<file path="config.mk">
export PLATFORM = sky130hd
export DESIGN_NAME = reg_file_mp
export DESIGN_NICKNAME = d
export VERILOG_FILES = /design/src/rtl/reg_file_mp.sv
export SDC_FILE = /design/constraint.sdc
export NUM_CORES = 1
export LEC_CHECK = 0
export CAP_MARGIN = 15
export CELL_PAD_IN_SITES_DETAIL_PLACEMENT = 0
export CELL_PAD_IN_SITES_GLOBAL_PLACEMENT = 1
export CORE_ASPECT_RATIO = 0.6
export CORE_MARGIN = 5
export CORE_UTILIZATION = 47
export CTS_CLUSTER_DIAMETER = 100
export DETAILED_ROUTE_END_ITERATION = 12
export GPL_TIMING_DRIVEN = 0
export PLACE_DENSITY = 0.86
export SLEW_MARGIN = 20
export SYNTH_ARGS = -nofsm -noshare
export SYNTH_HDL_FRONTEND = slang
export SYNTH_SLANG_ARGS = --single-unit
</file>
<file path="constraint.sdc">
create_clock -name clk -period 1.75 [get_ports clk]
set_input_delay 0.2625 -clock clk [delete_from_list [all_inputs] [get_ports clk]]
set_output_delay 0.2625 -clock clk [all_outputs]
set_load 0.005 [all_outputs]
</file>
<file path="src/rtl/reg_file_mp.sv">
// Multi-ported register file: one write port, two registered read ports,
// optional write-to-read bypass, stall hold on the read outputs, and a
// per-register busy scoreboard for the issue stage.
module reg_file_mp #(
  parameter int unsigned DATA_W   = 8,
  parameter int unsigned ADDR_W   = 3,
  parameter bit          ZERO_REG = 1'b1,
  parameter bit          BYPASS   = 1'b1
) (
  input  logic              clk,
  input  logic              reset,
  input  logic              rw,
  input  logic [ADDR_W-1:0] rd,
  input  logic [DATA_W-1:0] rd_data,
  input  logic [ADDR_W-1:0] rs,
  input  logic [ADDR_W-1:0] rt,
  input  logic              stall,
  input  logic              issue_en,
  input  logic [ADDR_W-1:0] issue_rd,
  output logic [DATA_W-1:0] rs_data,
  output logic [DATA_W-1:0] rt_data,
  output logic              rs_busy,
  output logic              rt_busy
);

  localparam int unsigned Depth = 2 ** ADDR_W;

  logic [DATA_W-1:0] mem_q [Depth];
  logic [Depth-1:0]  busy_q, busy_d;
  logic [DATA_W-1:0] rs_data_q, rs_data_d, rt_data_q, rt_data_d;
  logic              rs_busy_q, rs_busy_d, rt_busy_q, rt_busy_d;
  logic              wr_en;
  logic              rs_zero, rt_zero, issue_ok;

  // Writes to a hardwired register 0 are dropped entirely.
  assign wr_en    = rw & ~(ZERO_REG && (rd == '0));
  assign rs_zero  = ZERO_REG && (rs == '0);
  assign rt_zero  = ZERO_REG && (rt == '0);
  assign issue_ok = issue_en & ~(ZERO_REG && (issue_rd == '0));

  // Storage array; writes proceed regardless of stall.
  always_ff @(posedge clk or negedge reset) begin
    if (!reset) begin
      for (int i = 0; i < Depth; i++) begin
        mem_q[i] <= '0;
      end
    end else if (wr_en) begin
      mem_q[rd] <= rd_data;
    end
  end

  // Scoreboard next state: writeback clears, issue sets, set wins on a tie.
  always_comb begin
    busy_d = busy_q;
    if (rw) begin
      busy_d[rd] = 1'b0;
    end
    if (issue_ok) begin
      busy_d[issue_rd] = 1'b1;
    end
  end

  // Scoreboard register.
  always_ff @(posedge clk or negedge reset) begin
    if (!reset) begin
      busy_q <= '0;
    end else begin
      busy_q <= busy_d;
    end
  end

  // Read-port next values: zero register, then bypass, then stored contents.
  always_comb begin
    rs_data_d = mem_q[rs];
    rt_data_d = mem_q[rt];
    if (BYPASS && wr_en && (rd == rs)) begin
      rs_data_d = rd_data;
    end
    if (BYPASS && wr_en && (rd == rt)) begin
      rt_data_d = rd_data;
    end
    if (rs_zero) begin
      rs_data_d = '0;
    end
    if (rt_zero) begin
      rt_data_d = '0;
    end
    // A completing write clears busy in the same cycle its data is forwarded.
    rs_busy_d = busy_q[rs] & ~(rw & (rd == rs)) & ~rs_zero;
    rt_busy_d = busy_q[rt] & ~(rw & (rd == rt)) & ~rt_zero;
  end

  // Registered read outputs, held while stalled.
  always_ff @(posedge clk or negedge reset) begin
    if (!reset) begin
      rs_data_q <= '0;
      rt_data_q <= '0;
      rs_busy_q <= 1'b0;
      rt_busy_q <= 1'b0;
    end else if (!stall) begin
      rs_data_q <= rs_data_d;
      rt_data_q <= rt_data_d;
      rs_busy_q <= rs_busy_d;
      rt_busy_q <= rt_busy_d;
    end
  end

  assign rs_data = rs_data_q;
  assign rt_data = rt_data_q;
  assign rs_busy = rs_busy_q;
  assign rt_busy = rt_busy_q;

endmodule

</file>
* Word level (Yosys, flattened, before mapping)
Cells that the tools add are included.
W data, S select, Z words.
** Word-level totals
- Bits in registers :: 90
- Input port bits :: 25
- Output and inout port bits :: 18
- Word-level logic and storage cells :: 77
** Operators by class
- Magnitude comparators :: 10
- Equality and inequality tests :: 2
- Muxes and demuxes :: 23
- Bitwise logic cells :: 20
- Reduce and logical (&&, ||, !) cells :: 9
** Operators with widths (count)
- $mux W8 :: 11
- $bwmux W64 :: 1
- $bmux W8 S3 :: 2
- $demux W8 S3 :: 1
- $lt A3 B4 Y1 const B :: 4
- $ge A4 B4 Y1 const B :: 3
- $logic_not A3 Y1 :: 4
- $not A3 Y4 :: 3
- $and A1 B1 Y1 :: 8
- $and A8 B8 Y8 :: 1
- $not A8 Y8 :: 1
- $or A8 B8 Y8 :: 1
- $bmux W1 S3 :: 2
- $demux W1 S3 :: 2
- $eq A3 B3 Y1 :: 2
- $ge A3 B1 Y1 const B :: 2
- $not A1 Y1 :: 6
- $logic_and A1 B1 Y1 :: 5
- $lt A4 B1 Y1 const B :: 1
- $mux W1 :: 4

* Depth between registers and ports, before layout
- Word-level depth :: 9
- Depth in mapped cells :: 6

* Worst setup path before layout
No wires, ideal clock.
- Path type :: input to register
- Start point :: input port rs[1]
- End point :: register rs_data_q[0] (netlist: rs_data[0])
- Data arrival time :: 1.270 ns
- Setup slack :: 0.342 ns
- Cell stages on the path :: 4
- Cell sequence :: buf_2 > mux4_2 > mux2i_1 > o221ai_1
** Between the ends
- Word-level cells in the longest chain between the ends :: 6
- Elaborated cells on any way between the ends :: 9
- Those cells by class :: 1 x eq/ne; 5 x mux; 1 x bitwise; 2 x reduce/logical
** RTL lines
- start: declaration :: line 15 : input logic [ADDR_W-1:0] rs,
- $not A3 Y4 (implied by the code) :: line 74 : rs_data_d = mem_q[rs];
- $bmux W8 S3 :: line 74
- $mux W8 (implied by the code) (2 in a row) :: line 74
- $mux W8 :: line 76 : if (BYPASS && wr_en && (rd == rs)) begin
- $mux W8 (*) :: line 82 : if (rs_zero) begin
- end signal: assignment :: line 101 : rs_data_q <= rs_data_d;
- end: declaration :: line 30 : logic [DATA_W-1:0] rs_data_q, rs_data_d, rt_data_q, rt_data_d;
Every way passes the cells marked *; elsewhere a longest branch is shown, timed or not. The select of a mux whose other input is x is not followed.
A chain may end at the register's enable or synchronous reset.

* Worst setup path after layout
- Start point :: input port rs[2]
- End point :: register rs_data_q[0] (netlist: rs_data[0])
The elaborated chain is that of the path after synthesis.

==> results.txt <==
During synthesis, Yosys emitted a total of 0 warnings. The fraction of met3 tracks used by global routing is 7.06%. Leaving out fill and tap cells, the most frequent cell in the layout is sky130_fd_sc_hd__dfrtp_1.

The pin count of the biggest net entering global routing came out at 50. The maximum achievable frequency came out at slightly above 600 MHz. The congestion estimate from routability-driven global placement came to 0.842.

The met1 capacity usage during global routing came out at a little under a third. The number of synthesized register bits is 90. The post-synthesis cell type count came out at 33. The number of nets in the layout came out at 440. The minimum setup slack among reg-to-reg paths came out at 340 ps. The most used flip-flop cell after synthesis is sky130_fd_sc_hd__dfrtp_1. After clock tree synthesis, the clock-pin slew on the worst setup and hold paths is 60 ps. TritonCTS built the clock tree. The post-synthesis cell area is 0.00462 mm². The number of placement rows is 28.

STA puts the critical path data arrival time at 1850 ps. The final non-filler cell area came out at approximately 0.0057 mm². The worst setup path is launched from an input port.

The number of sinks handled by clock tree synthesis came out at 90. The final setup skew is 5.70 ps. The worst path required time came out at 1950 ps.

The min-delay analysis places its worst path in the category input port to flop. The total inserted antenna cells came out at 0. After detailed routing, the average wire length per cell comes to 23.1 µm.

Clock tree synthesis selected as its root buffer the cell sky130_fd_sc_hd__clkbuf_16. In this run, the number of DRC markers left after iteration 0 of detailed routing was 280. The insertion delay to the later sink of the worst-skew pair came out at 340 ps. The via count is 3343. The cell area power density is 1090 mW/mm². The post-synth net total is 376. The fill cell total of the finished layout is 838.

The static leakage came out at around 2.5 nW. In the layout the commonest cells are sky130_fd_sc_hd__dfrtp_1, sky130_fd_sc_hd__nand2_1, sky130_fd_sc_hd__clkdlybuf4s50_1. The worst setup path is captured at a flop. The die covers 0.0120 mm². The remaining number of nets flagged by the antenna check after routing came out at 0.

Across the run, the number of max-cap violations was 0. The total setup violations reported at the end of the flow came out at 0. The final hold violation count came out at 0. The slew at the pin closest to its max-slew limit is 662 ps. The die height is slightly below 90 µm. The number of ports placed on the die boundary came out at 43. The global routing stage identified its most utilized layer as met2. The final critical-path share of the clock period came out at 94.2%. The final-report max-slew violation count is 0. Once the floorplan was initialized, standard cells occupied 47.5% of the core. The area of all sequential standard cells is around 0.0023 mm². CTS built an H-tree with a depth of 3. The initial antenna violation count is 0. The buffer depth of the longest clock path came out at 2.

The die span in x came out at 138 µm. The average instance in the mapped netlist occupies 13.2 µm². Setup repair after global routing left no endpoint under its margin.

In the routed design, unresolved DRC markers number 0. The total global routing overflow is 0. The via-per-instance ratio is 6.03. The wire length of the first global-routing pass is roughly 20 mm. The overall global routing resource usage is 22.0%. The post-synthesis to final-layout area growth came out at 23.0%. The number of buffers added by the clock tree synthesis step came out at 9.

The critical path start-end classification is input port to flop. The number of search-and-repair iterations in the first detailed-routing pass came out at 5. The number of instances in the synthesized netlist came out at 351. The run finished with clean final reports. Summing all multi-input logic gate instances after layout gives about 0.0021 mm². The core region is 0.00974 mm². The post-synthesis sequential area ratio is 48.7%. After layout, the minimum clock period comes to roughly 1600 ps. The number of global-route vias before repair is 3435. The maximum fanout along the worst path is 10.

After detailed placement, the total cell area comes to 0.00519 mm². The normalized max-slew margin came out at 55.8%. The number of enable-type register cells in the synthesized netlist came out at 0. The largest vdd supply drop came out at 0.560 mV.

Global routing consumed, on the met2 layer, 33.3% of the routing resources. Input and output buffers added on the ports amount to 38. The HPWL after detailed placement is 8.31 mm. Overall power consumption after layout is estimated at 6.17 mW. After synthesis, the share of flip-flops with an asynchronous set or reset is 100%.

Wires add up to 12.8 mm. The fraction of final layout cells with drive strength greater than 1 is 27.0%.
==> kinds of logic after synthesis <==
family	Yosys count	synth area share, %
flip-flops	90	48.7
multiplexers	82	29.0
AND/OR/NAND/NOR	76	7.74
AO/OA/AOI/OAI	55	7.74
buffers and inverters	42	5.68
XOR/XNOR	6	1.14
==> worst max-delay path, stage by stage <==
cell and delay, ps:
sky130_fd_sc_hd__clkdlybuf4s50_1 520, sky130_fd_sc_hd__buf_6 200, sky130_fd_sc_hd__buf_6 200, sky130_fd_sc_hd__mux4_2 310
sky130_fd_sc_hd__mux2i_1 180, sky130_fd_sc_hd__o221ai_1 150
==> timing repair <==
item / in CTS / in global routing
hold buffers: 1 / 0
cloned: 0 / 1
pin swaps: 2 / 1
hold endpoints to repair: 48 / 0
endpoints found under the setup margin: 43 / 41
setup buffers: 2 / 10
resized for setup: 6 / 11
==> cell type report <==
cell class | count | area share [%]
plain buffers | 32 | 4.38
clock buffers | 10 | 4.20
clock inverters | 5 | 1.39
inverters | 10 | 0.660
multi-input cells | 219 | 37.3
flip-flops and latches | 90 | 39.6
well taps | 135 | 2.97
repair buffers | 53 | 9.50
==> final timing paths <==
check,startpoint,endpoint,cells past startpoint
max in group asynchronous,reset,mem_q[21]$_DFFE_PN0P_,3
min,rd[0],busy_q[0]$_DFF_PN0_,3
max reg2reg,mem_q[34]$_DFFE_PN0P_,rt_data[2]$_DFFE_PN0N_,3
min in group asynchronous,reset,busy_q[0]$_DFF_PN0_,2
max,rs[2],rs_data[0]$_DFFE_PN0N_,6
min reg2reg,mem_q[57]$_DFFE_PN0P_,mem_q[57]$_DFFE_PN0P_,1
==> per-layer routing <==
| layer | part of all wire (%) | vias up |
|---|---|---|
| met1 | 44 | 1713 |
| met4 | 2.1 | 0 |
| met3 | 9.6 | 22 |
| met5 | 0 | - |
| li1 | - | 1435 |
| met2 | 44 | 173 |
==> per-stage QoR <==
step	std cells	setup slack [ps]	util [%]	TNS [ps]	hold slack [ps]
finish	554	102	58.4	0	335
global placement	524	-2810	53.1	-276670	460
detailed placement	525	-507	53.3	-26540	347
CTS	543	3.75	57.0	0	317
global route	554	12.8	58.4	0	390
floorplan	351	342	-	0	-33.1
==> cell usage after synthesis, types with 6 or more instances <==
cell type | number | area share, %
sky130_fd_sc_hd__mux2_2 | 28 | 6.8
sky130_fd_sc_hd__dfrtp_1 | 90 | 49
sky130_fd_sc_hd__buf_2 | 6 | 0.65
sky130_fd_sc_hd__clkbuf_1 | 13 | 1.1
sky130_fd_sc_hd__inv_1 | 10 | 0.81
sky130_fd_sc_hd__nand2_1 | 54 | 4.4
sky130_fd_sc_hd__mux4_1 | 9 | 5.1
sky130_fd_sc_hd__xor2_1 | 6 | 1.1
sky130_fd_sc_hd__mux4_2 | 27 | 13
sky130_fd_sc_hd__mux2i_1 | 18 | 3.9
sky130_fd_sc_hd__o21ai_0 | 32 | 3.5
sky130_fd_sc_hd__o221ai_1 | 14 | 2.7
==> flip-flops by register name, indices dropped and copies added (netlist names) <==
signal,flops
busy_q,8
mem_q,64
rt_busy,1
rs_data,8
rt_data,8
rs_busy,1
==> power by group <==
group	internal, mW	switching [mW]
clock network	1.28	0.803
logic	0.795	0.523
registers	2.47	0.303
total	4.54	1.63
(Power assumes the default switching activity.)
==> edit: new RTL, same flow settings <==
`ZERO_REG`: 1'b1 -> 1'b0.
--- a/src/rtl/reg_file_mp.sv
+++ b/src/rtl/reg_file_mp.sv
@@ -4,7 +4,7 @@
 module reg_file_mp #(
   parameter int unsigned DATA_W   = 8,
   parameter int unsigned ADDR_W   = 3,
-  parameter bit          ZERO_REG = 1'b1,
+  parameter bit          ZERO_REG = 1'b0,
   parameter bit          BYPASS   = 1'b1
 ) (
   input  logic              clk,
Function: changed (Yosys sat finds a counterexample within 4 cycles, from zero or initial values and one cycle with reset low).
==> edit against the original RTL <==
  * Final area down 3.3%
  * Clock skew up 1.1 ps
  * Core utilization is 2.2 points lower
  * Sequential cell count unchanged
  * Sequential power rose by 2%
  * Non-clock buffer count down 29
  * Synthesized area grew 0.89%
  * Setup slack lost 51 ps
  * Power fell by 0.74%
  * Routed wire length decreased by 0.63%
  * Largest cell class unchanged
  * Largest power group unchanged
  * Highest routed layer unchanged
==> edit: results (changes against the original RTL) <==
metric	value	unit	change
p_leak	2.38	nW	-4.6%
drive_gt1_share	22.9	%	-4.1 points
num_vias	3314		-0.87%
slew_headroom	42.9	%	-13 points
synthMuxAreaShare	30.3	%	+1.3 points
outcome	finished clean		
grt_pass1_wl	19700	um	+0.14%
grt_max_degree	58		+16%
peakVddDrop	561	uV	+0.18%
synth_xor_area_share	1.13	%	-0.010 points
r2r_setup_slack	370	ps	+30 ps
grtUsageMet3	5.49	%	-1.6 points
netlist_top_cells_area	dfrtp_1 (48%), mux4_2 (9.7%), mux4_1 (9.0%)		
track_usage	22.1	%	+0.085 points
cp_data_arrival_time	1940	ps	+90 ps
grt_pass1_vias	3369		-1.9%
gp_congestion	0.804		-4.5%
yosysSeqAreaShare	48.3	%	-0.43 points
critical-path-top-delay-family	simple AND/OR/NAND/NOR gates		
nets	418		-5.0%
drt_iter0_drc	256		-8.6%
wl	12700	um	-0.63%
r2r_end	rt_data[5]		
cp_slowest_cell	nand4_1		
syn_avg_cell_area	13.4	um^2	+1.8%
post_cts_buffers	0		-2
yosys-top-cells-count	dfrtp_1 (90), nand2_1 (57), o21ai_0 (37)		
rr_startpoint	mem_q[37]		
placedCellCount	517		-1.5%
met1_usage	31.4	%	+1.0 points
cp_max_fo	8		-2
synth_cell_types	27		-18%
dp_hpwl	8200	um	-1.3%
wl_per_cell	23.9	um	+3.3%
-- edit: cell count changes after synthesis, moves of 4 or more --
cell and delta:
mux2_2 +4, xnor2_1 +6, mux4_1 +7, clkbuf_8 -4
o21ai_0 +5, xor2_1 -6, clkbuf_1 -5, mux4_2 -7
-- edit: final cells by class --
cell class,count,area (um^2),share of cell area (%)
flip-flops and latches,90,2250,41.0
multi-input cells,224,2210,40.3
repair buffers,35,365,6.65
clock buffers,13,270,4.92
well taps,135,169,3.07
plain buffers,21,160,2.91
inverters,12,45.0,0.819
clock inverters,3,22.5,0.410
-- edit: worst max path at each step --
| stage | cells past startpoint | start | endpoint |
|---|---|---|---|
| final | 4 | rs[1] | rs_data[1] |
| after global routing | 5 | rs[1] | rs_data[1] |
| after CTS | 4 | stall | rt_data[6] |
| after detailed placement | 5 | stall | rt_data[6] |
| after global placement | 1 | reset | mem_q[51] |
| after floorplan | 4 | rd[2] | mem_q[40] |
-- edit: power breakdown --
part           total [mW]  switching, mW  internal [mW]
Combinational        1.41          0.560          0.846
Clock                1.90          0.816           1.08
Sequential           2.82          0.300           2.52
Total                6.13           1.68           4.45
-- edit: what timing repair did --
item	4_1_cts	5_1_grt
endpoints found under the hold margin	33	0
gates resized for setup	2	2
endpoints found under the setup margin	12	3
hold buffers	1	0
-- edit: worst register-to-register path: cells and delay by family, from the launching register on --
family | cells | cell delay (ps)
mux | 2 | 690
flops | 1 | 400
compound gates | 1 | 140
-- edit: kinds of logic (layout without fill, tap and decap cells) --
logic type                Yosys count  after routing
DFF                                90             90
muxes                              86             86
and+or+nand+nor                    72             72
AOI/OAI and AO/OA                  60             60
buffers and inverters              34             84
xor gates and xnor gates            6              6
-- edit: metal layers --
layer  vias to the layer above  part of all wire (%)
met5                         -                     0
met4                         0                   2.4
met3                        29                   7.8
met2                       160                    45
met1                      1705                    45
li1                       1420                     -
-- edit: through the flow --
stage	TNS (ps)	hold slack [ps]	util (%)	area (um^2)	setup WS [ps]
after floorplan	0	-33.1	-	4660	349
after detailed placement	-10210	251	53.1	5190	-655
after CTS	0	386	56.2	5490	85.4
final	0	391	56.2	5500	51.3
after global routing	0	412	56.2	5500	70.6
after global placement	-256020	470	52.8	5160	-2750
